### src/rtl/serial_byte_rx_if.sv
// serial_byte_rx_if: serial line in, handshaked parallel word out, plus error flags
interface serial_byte_rx_if #(parameter int WIDTH = 8);
    logic             sin;
    logic [WIDTH-1:0] out;
    logic             valid;
    logic             ready;
    logic             frame_err;
    logic             overrun;
    modport master (input sin, ready, output out, valid, frame_err, overrun);
    modport slave  (output sin, ready, input out, valid, frame_err, overrun);
endinterface

### src/rtl/serial_byte_rx.sv
// serial_byte_rx: one-bit-per-clock framed deserializer (start, WIDTH data LSB-first, stop)
module serial_byte_rx #(
    parameter int WIDTH = 8
) (
    input logic                   clk,
    input logic                   reset,
    serial_byte_rx_if.master      bus
);
    localparam int CW = (WIDTH > 1) ? $clog2(WIDTH) : 1;
    typedef enum logic [1:0] {IDLE, DATA, STOP} state_t;
    state_t           state, state_n;
    logic [CW-1:0]    cnt;
    logic [WIDTH-1:0] shift;
    logic             last, commit, free;
    always_comb begin
        last    = cnt == CW'(WIDTH - 1);
        state_n = state == IDLE ? (bus.sin ? IDLE : DATA) :
                  state == DATA ? (last ? STOP : DATA) : IDLE;
        commit  = state == STOP && bus.sin;
        // a word consumed on this edge frees the slot for a same-edge commit
        free    = !bus.valid || bus.ready;
    end
    always_ff @(posedge clk) begin
        if (reset) begin
            state         <= IDLE;
            cnt           <= '0;
            shift         <= '0;
            bus.out       <= '0;
            bus.valid     <= 1'b0;
            bus.frame_err <= 1'b0;
            bus.overrun   <= 1'b0;
        end else begin
            state         <= state_n;
            cnt           <= (state == DATA && !last) ? cnt + 1'b1 : '0;
            bus.frame_err <= state == STOP && !bus.sin;
            if (state == DATA)
                shift[cnt] <= bus.sin;
            if (commit && free) begin
                bus.out   <= shift;
                bus.valid <= 1'b1;
            end else if (bus.valid && bus.ready) begin
                bus.valid <= 1'b0;
            end
            if (commit && !free)
                bus.overrun <= 1'b1;
        end
    end
endmodule

### src/flat_wrapper.sv
// flat-port wrapper written by rule: the top's interface ports become plain ports
module serial_byte_rx_flat 
#(
    parameter int WIDTH = 8
)
  (clk, reset, bus_sin, bus_ready, bus_out, bus_valid, bus_frame_err, bus_overrun);
  serial_byte_rx_if #(.WIDTH(WIDTH)) bus_i ();
  input logic clk;
  input logic reset;
  input wire logic [$bits(bus_i.sin)-1:0] bus_sin;
  input wire logic [$bits(bus_i.ready)-1:0] bus_ready;
  output wire logic [$bits(bus_i.out)-1:0] bus_out;
  output wire logic [$bits(bus_i.valid)-1:0] bus_valid;
  output wire logic [$bits(bus_i.frame_err)-1:0] bus_frame_err;
  output wire logic [$bits(bus_i.overrun)-1:0] bus_overrun;
  assign bus_i.sin = bus_sin;
  assign bus_i.ready = bus_ready;
  assign bus_out = bus_i.out;
  assign bus_valid = bus_i.valid;
  assign bus_frame_err = bus_i.frame_err;
  assign bus_overrun = bus_i.overrun;
  serial_byte_rx #(.WIDTH(WIDTH)) u_core (.clk(clk), .reset(reset), .bus(bus_i));
endmodule
### config.mk
export PLATFORM = sky130hd
export DESIGN_NAME = serial_byte_rx_flat
export DESIGN_NICKNAME = d
export VERILOG_FILES = /design/src/rtl/serial_byte_rx_if.sv /design/src/rtl/serial_byte_rx.sv /design/src/flat_wrapper.sv
export SDC_FILE = /design/constraint.sdc
export NUM_CORES = 1
export LEC_CHECK = 0
export CORE_UTILIZATION = 51
export CTS_CLUSTER_DIAMETER = 60
export CTS_CLUSTER_SIZE = 20
export DETAILED_ROUTE_END_ITERATION = 8
export PLACE_DENSITY = 0.72
export SYNTH_ARGS = -nofsm -noshare
export SYNTH_HDL_FRONTEND = slang
export SYNTH_SLANG_ARGS = --single-unit
### constraint.sdc
create_clock -name clk -period 1.6 [get_ports clk]
set_clock_uncertainty 0.1 [all_clocks]
set_input_delay 0.16 -clock clk [delete_from_list [all_inputs] [get_ports clk]]
set_output_delay 0.16 -clock clk [all_outputs]
set_load 0.02 [all_outputs]
==> results of run 1 <==
==> layout by cell type, fill, tap and decap left out <==
cell type and count:
nor2_1 2, clkdlybuf4s50_1 13, buf_4 5, nor4b_2 1, nor2b_1 2, nand2b_1 10, nor4b_1 1, o21ai_0 8
dlymetal6s2s_1 1, nor4_2 1, bufinv_16 1, clkbuf_4 3, a21oi_1 10, nand2_1 1, nor4_1 1, dfxtp_1 24
nand2b_4 1, nand3_1 9, nor3_1 2, and2_1 2, nor3b_1 1, a2111oi_0 1, and2b_1 1, and3b_1 1
nand4b_1 2, mux2i_1 8, nor4b_4 1, nand3b_1 1, nand4_1 1, ha_1 2
==> worst max-delay path by stage <==
stage	from	cells past startpoint	to
after floorplan	u_core.cnt[0]	3	u_core.state[0]
after global placement	bus_sin	4	u_core.bus.out[5]
after detailed placement	bus_sin	4	u_core.bus.out[5]
after CTS	u_core.bus.valid	1	bus_valid
after global routing	u_core.bus.out[0]	1	bus_out[0]
final	u_core.bus.out[6]	1	bus_out[6]
==> through the flow <==
stage	hold slack (ns)	setup slack, ns	instances	cell area (sq um)
after floorplan	0.137	0.379	101	1000
after global placement	0.362	0.114	138	1180
after global routing	0.411	0.0128	142	1240
after CTS	0.384	0.0355	142	1230
final	0.381	0.0753	142	1240
after detailed placement	0.359	0.0541	138	1180
==> synth_stat cells <==
cell | n | area share
a2111oi_0 | 1 | 0.0087
a21oi_1 | 10 | 0.050
and2_1 | 2 | 0.012
and2b_1 | 1 | 0.0075
and3b_1 | 1 | 0.0087
buf_1 | 2 | 0.0075
buf_2 | 4 | 0.020
clkbuf_1 | 1 | 0.0037
dfxtp_1 | 24 | 0.48
ha_1 | 2 | 0.025
mux2i_1 | 8 | 0.080
nand2_1 | 1 | 0.0037
nand2b_1 | 10 | 0.062
nand2b_4 | 1 | 0.014
nand3_1 | 9 | 0.045
nand3b_1 | 1 | 0.0075
nand4_1 | 1 | 0.0062
nand4b_1 | 2 | 0.017
nor2_1 | 2 | 0.0075
nor2b_1 | 2 | 0.012
nor3_1 | 2 | 0.010
nor3b_1 | 1 | 0.0075
nor4_1 | 1 | 0.0062
nor4_2 | 1 | 0.012
nor4b_1 | 1 | 0.0087
nor4b_2 | 1 | 0.015
nor4b_4 | 1 | 0.024
o21ai_0 | 8 | 0.040
==> final cells by class <==
| class | count | area [sq um] |
|---|---|---|
| well taps | 25 | 31.3 |
| clock inverters | 1 | 30.0 |
| repair buffers | 19 | 180 |
| multi-input cells | 70 | 493 |
| flip-flops and latches | 24 | 480 |
| clock buffers | 3 | 22.5 |
| fillers | 151 | 546 |
==> what timing repair did <==
item,CTS,global route
hold endpoints to repair,0,0
setup endpoints to repair,0,1
setup buffers,0,0
hold buffers,0,0
gates resized for setup,0,1
==> sequential cells by signal, indices dropped and copies added, names as in the netlist <==
register              count
u_core.bus.frame_err      1
u_core.cnt                3
u_core.shift              8
u_core.bus.overrun        1
u_core.state              2
u_core.bus.valid          1
u_core.bus.out            8
==> kinds of logic after synthesis <==
| kind of cell | synth area share |
|---|---|
| simple gates | 0.288 |
| flops | 0.478 |
| buf+inv | 0.0311 |
| mux | 0.0797 |
| fa+ha+maj | 0.0249 |
| compound gates | 0.0984 |
==> metal layers <==
metal,part of all wire,wire length (um),vias up,global-route usage
li1,-,-,392,-
met1,0.49,895,363,0.254
met2,0.48,869,13,0.328
met3,0.033,61,0,0.0706
met4,0,0,0,0.0706
met5,0,0,-,0
==> power by group through the flow <==
stage	clock, mW	combinational (mW)	sequential (mW)
6_report	0.425	0.0583	0.610
5_1_grt	0.466	0.0640	0.611
4_1_cts	0.438	0.0583	0.610
3_5_place_dp	0	0.0576	0.623
3_3_place_gp	0	0.0563	0.623
2_1_floorplan	0	0.0382	0.621
==> worst min-delay path: stages, from the launching register on <==
cell     delay (ns)
dfxtp_1        0.33
o21ai_0        0.06
a21oi_1        0.06
==> impl_metrics.tcl, run 1 <==
set metrics [dict create \
    outcome "complete, no violations" \
    final_max_slew_viol_count 0 \
    die_h_um 46.4 \
    pwr-share-seq 0.558 \
    numPortBuffers 14 \
    synth_warnings 0 \
    antenna_left 0 \
    die_x_um 46.4 \
    p_leak_nw 0.463 \
    ys_seq_area_frac 0.478 \
    rr_worst_depth 3 \
    synthCells 101 \
    gp_congestion 0.718 \
    antenna_found_initial 0 \
    slew_headroom 0.771 \
    vias 768 \
    regToRegStartpoint "u_core.cnt[0]" \
    path_cells "clkdlybuf4s50_1" \
    insertedDiodeCount 0 \
    drive_gt1_frac 0.111 \
    syn-num-nets 107 \
    tritoncts "built" \
    crit_path_max_fanout 2 \
    synth-seq-cells 24 \
    cpPeakStageDelay_ns 0.60 \
    finalCritPeriodShare 0.953 \
    layout.nets 124 \
    start_util 0.564 \
    hp-start "u_core.bus.out[2]" \
    p_int_mw 0.885 \
    clock.fmax_mhz 656 \
    boundaryPins 15 \
    ff2ff_setup_slack_ns 0.29 \
    worst_pin_slew_ns 0.343 \
    syn_area_per_cell_sq_um 9.95 \
    grt_overflow 0 \
    cp.arrival_ns 1.26 \
    rsz0062_at_grt "false" \
    switchingPower_mw 0.208 \
    fin_crit_ns 1.52 \
    grt_max_degree 19 \
    rows 15 \
    cts_sinks 24 \
    holdPathStages 2 \
    syn_area_sq_mm 0.00100 \
    clkPwrFrac 0.389 \
    sw_frac_of_total 0.190 \
    root_buffer "clkbuf_4" \
    reg2reg_to "u_core.state[0]" \
    holdCritPathClass "flop to flop" \
    setup_viol 0 \
    core_sq_mm 0.00178 \
    drt-initial-drc-count 17 \
    critPathKind "flop to output port" \
    cts_buffers 3 \
    finalHoldViolCount 0 \
    required_ns 1.34 \
    finalWirelength_um 1830 \
    htree_num_levels 1 \
    cts_buffer_depth 2 \
    drc 0 \
    ys_types 28 \
    max_cap_viol_count 0 \
    post-dp-hpwl_um 1300 \
    power.total_mw 1.09 \
    min_to "u_core.bus.out[2]" \
    cp_slowest_cell "clkdlybuf4s50_1" \
    vias_per_cell 5.41 \
    grt_pass1_wl_um 3090 \
    path_buf_inv 1 \
    grt_use_total 0.205 \
    peakVddDrop_v 0.000786 \
    firstDrtPassIters 4 \
    start_kind "flop" \
    pwr-share-comb 0.053 \
    worstSetupEndpointType "output port" \
    power_density_mw_per_mm2 883 \
    final_core_util 0.694 \
    clk_latency_ns 0.31 \
    routedWlPerCell_um 12.9 \
    syn_to_final_growth_pct 23.2 \
    critical-path-top-delay-family "buffers and inverters" \
    clkSlewWorstSetupHoldPaths_ns 0.12 \
    die_area_sq_mm 0.00215 \
    fin_setup_tns_ns 0 \
    grt_pass1_vias 716 \
]
No activity file was read; power rests on OpenSTA's default activity.
==> run 2: changes to the inputs <==
==> constraint.sdc (replaced) <==
create_clock -name clk -period 1.6 [get_ports clk]
set_clock_uncertainty 0.1 [all_clocks]
set_input_delay 0.24 -clock clk [delete_from_list [all_inputs] [get_ports clk]]
set_output_delay 0.24 -clock clk [all_outputs]
set_load 0.02 [all_outputs]
==> run 2 against run 1 <==
Compared with the run above: total power increased by 1.2%; count of clock-buffer cells in the layout unchanged; final area down 1.6%; final cell count decreased by 0.70%; sequential share of layout area is 0.64 points higher; setup slack improved by 0.16 ns; first-iteration DRC count shrank 29%; worst hold slack worse by 0.0099 ns; critical endpoint is now bus_valid; largest power group unchanged; highest routed layer is now met4.
==> impl_metrics.tcl, run 2 (synthesized netlist as in run 1, its figures left out) <==
set metrics [dict create \
    final_common_cell "dfxtp_1" \
    num-fill-cells 148 \
    required_ns 1.26 \
    layout.nets 123 \
    crit_path_max_fanout 3 \
    critPathKind "flop to output port" \
    final_cell_mix "dfxtp_1, nand2b_1, a21oi_1, dlygate4sd2_1, nand3_1" \
    path_cells "dlygate4sd2_1" \
    setup_viol 0 \
    cts_buffers 3 \
    cp.arrival_ns 1.02 \
    fin_crit_ns 1.36 \
    firstDrtPassIters 4 \
    grt_overflow 0 \
    syn_to_final_growth_pct 21.2 \
    cts_sinks 24 \
    drc 0 \
    worst_pin_slew_ns 0.521 \
    holdCritPathClass "flop to flop" \
    power_density_mw_per_mm2 908 \
    cts_buffer_depth 2 \
    grt_pass1_vias 642 \
    max_cap_viol_count 0 \
    boundaryPins 15 \
    drive_gt1_frac 0.103 \
    drt-initial-drc-count 12 \
    start_util 0.564 \
    regToRegStartpoint "u_core.cnt[0]" \
    die_h_um 46.4 \
    cpPeakStageDelay_ns 0.36 \
    gp_congestion 0.723 \
    tritoncts "built" \
    die_area_sq_mm 0.00215 \
    grt_pass1_wl_um 2900 \
    reg_top3 "u_core.bus.out x8, u_core.shift x8, u_core.cnt x3" \
    clock.fmax_mhz 733 \
    core_sq_mm 0.00178 \
    cp_slowest_cell "dfxtp_1" \
    finalCritPeriodShare 0.853 \
    rsz0062_at_grt "false" \
    final_core_util 0.683 \
    die_x_um 46.4 \
    rows 15 \
    worstSetupEndpointType "output port" \
    grt_use_total 0.191 \
    htree_num_levels 1 \
    grt_max_degree 19 \
    insertedDiodeCount 0 \
    final_max_slew_viol_count 0 \
    slew_headroom 0.652 \
    clk_latency_ns 0.32 \
    routedWlPerCell_um 12.6 \
    cts_setup_buffers 0 \
    outcome "complete, no violations" \
    finalWirelength_um 1780 \
    path_buf_inv 1 \
    p_leak_nw 0.507 \
    min_to "u_core.bus.out[4]" \
    place_ws_ns 0.00343 \
    finalHoldViolCount 0 \
    vias 767 \
    fin_ws_ns 0.235 \
    holdPathStages 2 \
    reg2reg_to "u_core.cnt[1]" \
    fin_setup_tns_ns 0 \
    start_kind "flop" \
    startpoint "u_core.bus.valid" \
    root_buffer "clkbuf_4" \
    vias_per_cell 5.44 \
    antenna_found_initial 0 \
    numPortBuffers 14 \
    critical-path-top-delay-family "flip-flops" \
    hp-start "u_core.shift[4]" \
    peakVddDrop_v 0.000751 \
    post-dp-hpwl_um 1240 \
    clkSlewWorstSetupHoldPaths_ns 0.14 \
    rr_worst_depth 4 \
    ff2ff_setup_slack_ns 0.27 \
    antenna_left 0 \
]
==> run 2: final cells by class <==
class | count | area [sq um] | share of cell area
timing repair buffer | 18 | 160 | 0.132
clock inverter | 1 | 30.0 | 0.0247
sequential | 24 | 480 | 0.395
tap | 25 | 31.3 | 0.0257
multi-input combinational | 70 | 493 | 0.405
clock buffer | 3 | 22.5 | 0.0185
==> run 2: stage by stage <==
step | power (mW) | hold slack, ns | cell area [sq um] | instances
3_5_place_dp | 0.680 | 0.361 | 1170 | 137
2_1_floorplan | 0.660 | 0.217 | 1000 | 101
5_1_grt | 1.14 | 0.398 | 1220 | 141
4_1_cts | 1.11 | 0.379 | 1210 | 141
3_3_place_gp | 0.679 | 0.355 | 1170 | 137
6_report | 1.11 | 0.371 | 1220 | 141
==> run 2: layer usage <==
| metal | routed length, um | global-route usage | vias up |
|---|---|---|---|
| met4 | 42 | 0.106 | 0 |
| li1 | - | - | 391 |
| met2 | 813 | 0.294 | 12 |
| met5 | 0 | 0 | - |
| met1 | 868 | 0.254 | 359 |
| met3 | 50 | 0.0235 | 5 |
==> run 2: what timing repair did <==
item	CTS	global route
setup endpoints to repair	10	1
hold buffers	0	0
resized for setup	10	1
gates cloned	0	0
==> run 2: how the worst max path moves through the flow <==
stage / cells past startpoint / slack [ns] / to
2_1_floorplan: 3 / 0.38 / u_core.state[0]
3_3_place_gp: 4 / 0.02 / u_core.bus.out[5]
3_5_place_dp: 4 / 0.003 / u_core.bus.out[5]
4_1_cts: 1 / 0.02 / bus_frame_err
5_1_grt: 4 / 0.13 / u_core.cnt[2]
6_report: 1 / 0.24 / bus_valid
==> run 2: report_power, final <==
| part | total [mW] | leakage (nW) | switching [mW] | internal [mW] |
|---|---|---|---|---|
| Sequential | 0.610 | 0.194 | 0.00619 | 0.604 |
| Clock | 0.438 | 0.0279 | 0.185 | 0.254 |
| Combinational | 0.0576 | 0.285 | 0.0294 | 0.0281 |
| Total | 1.11 | 0.507 | 0.220 | 0.885 |
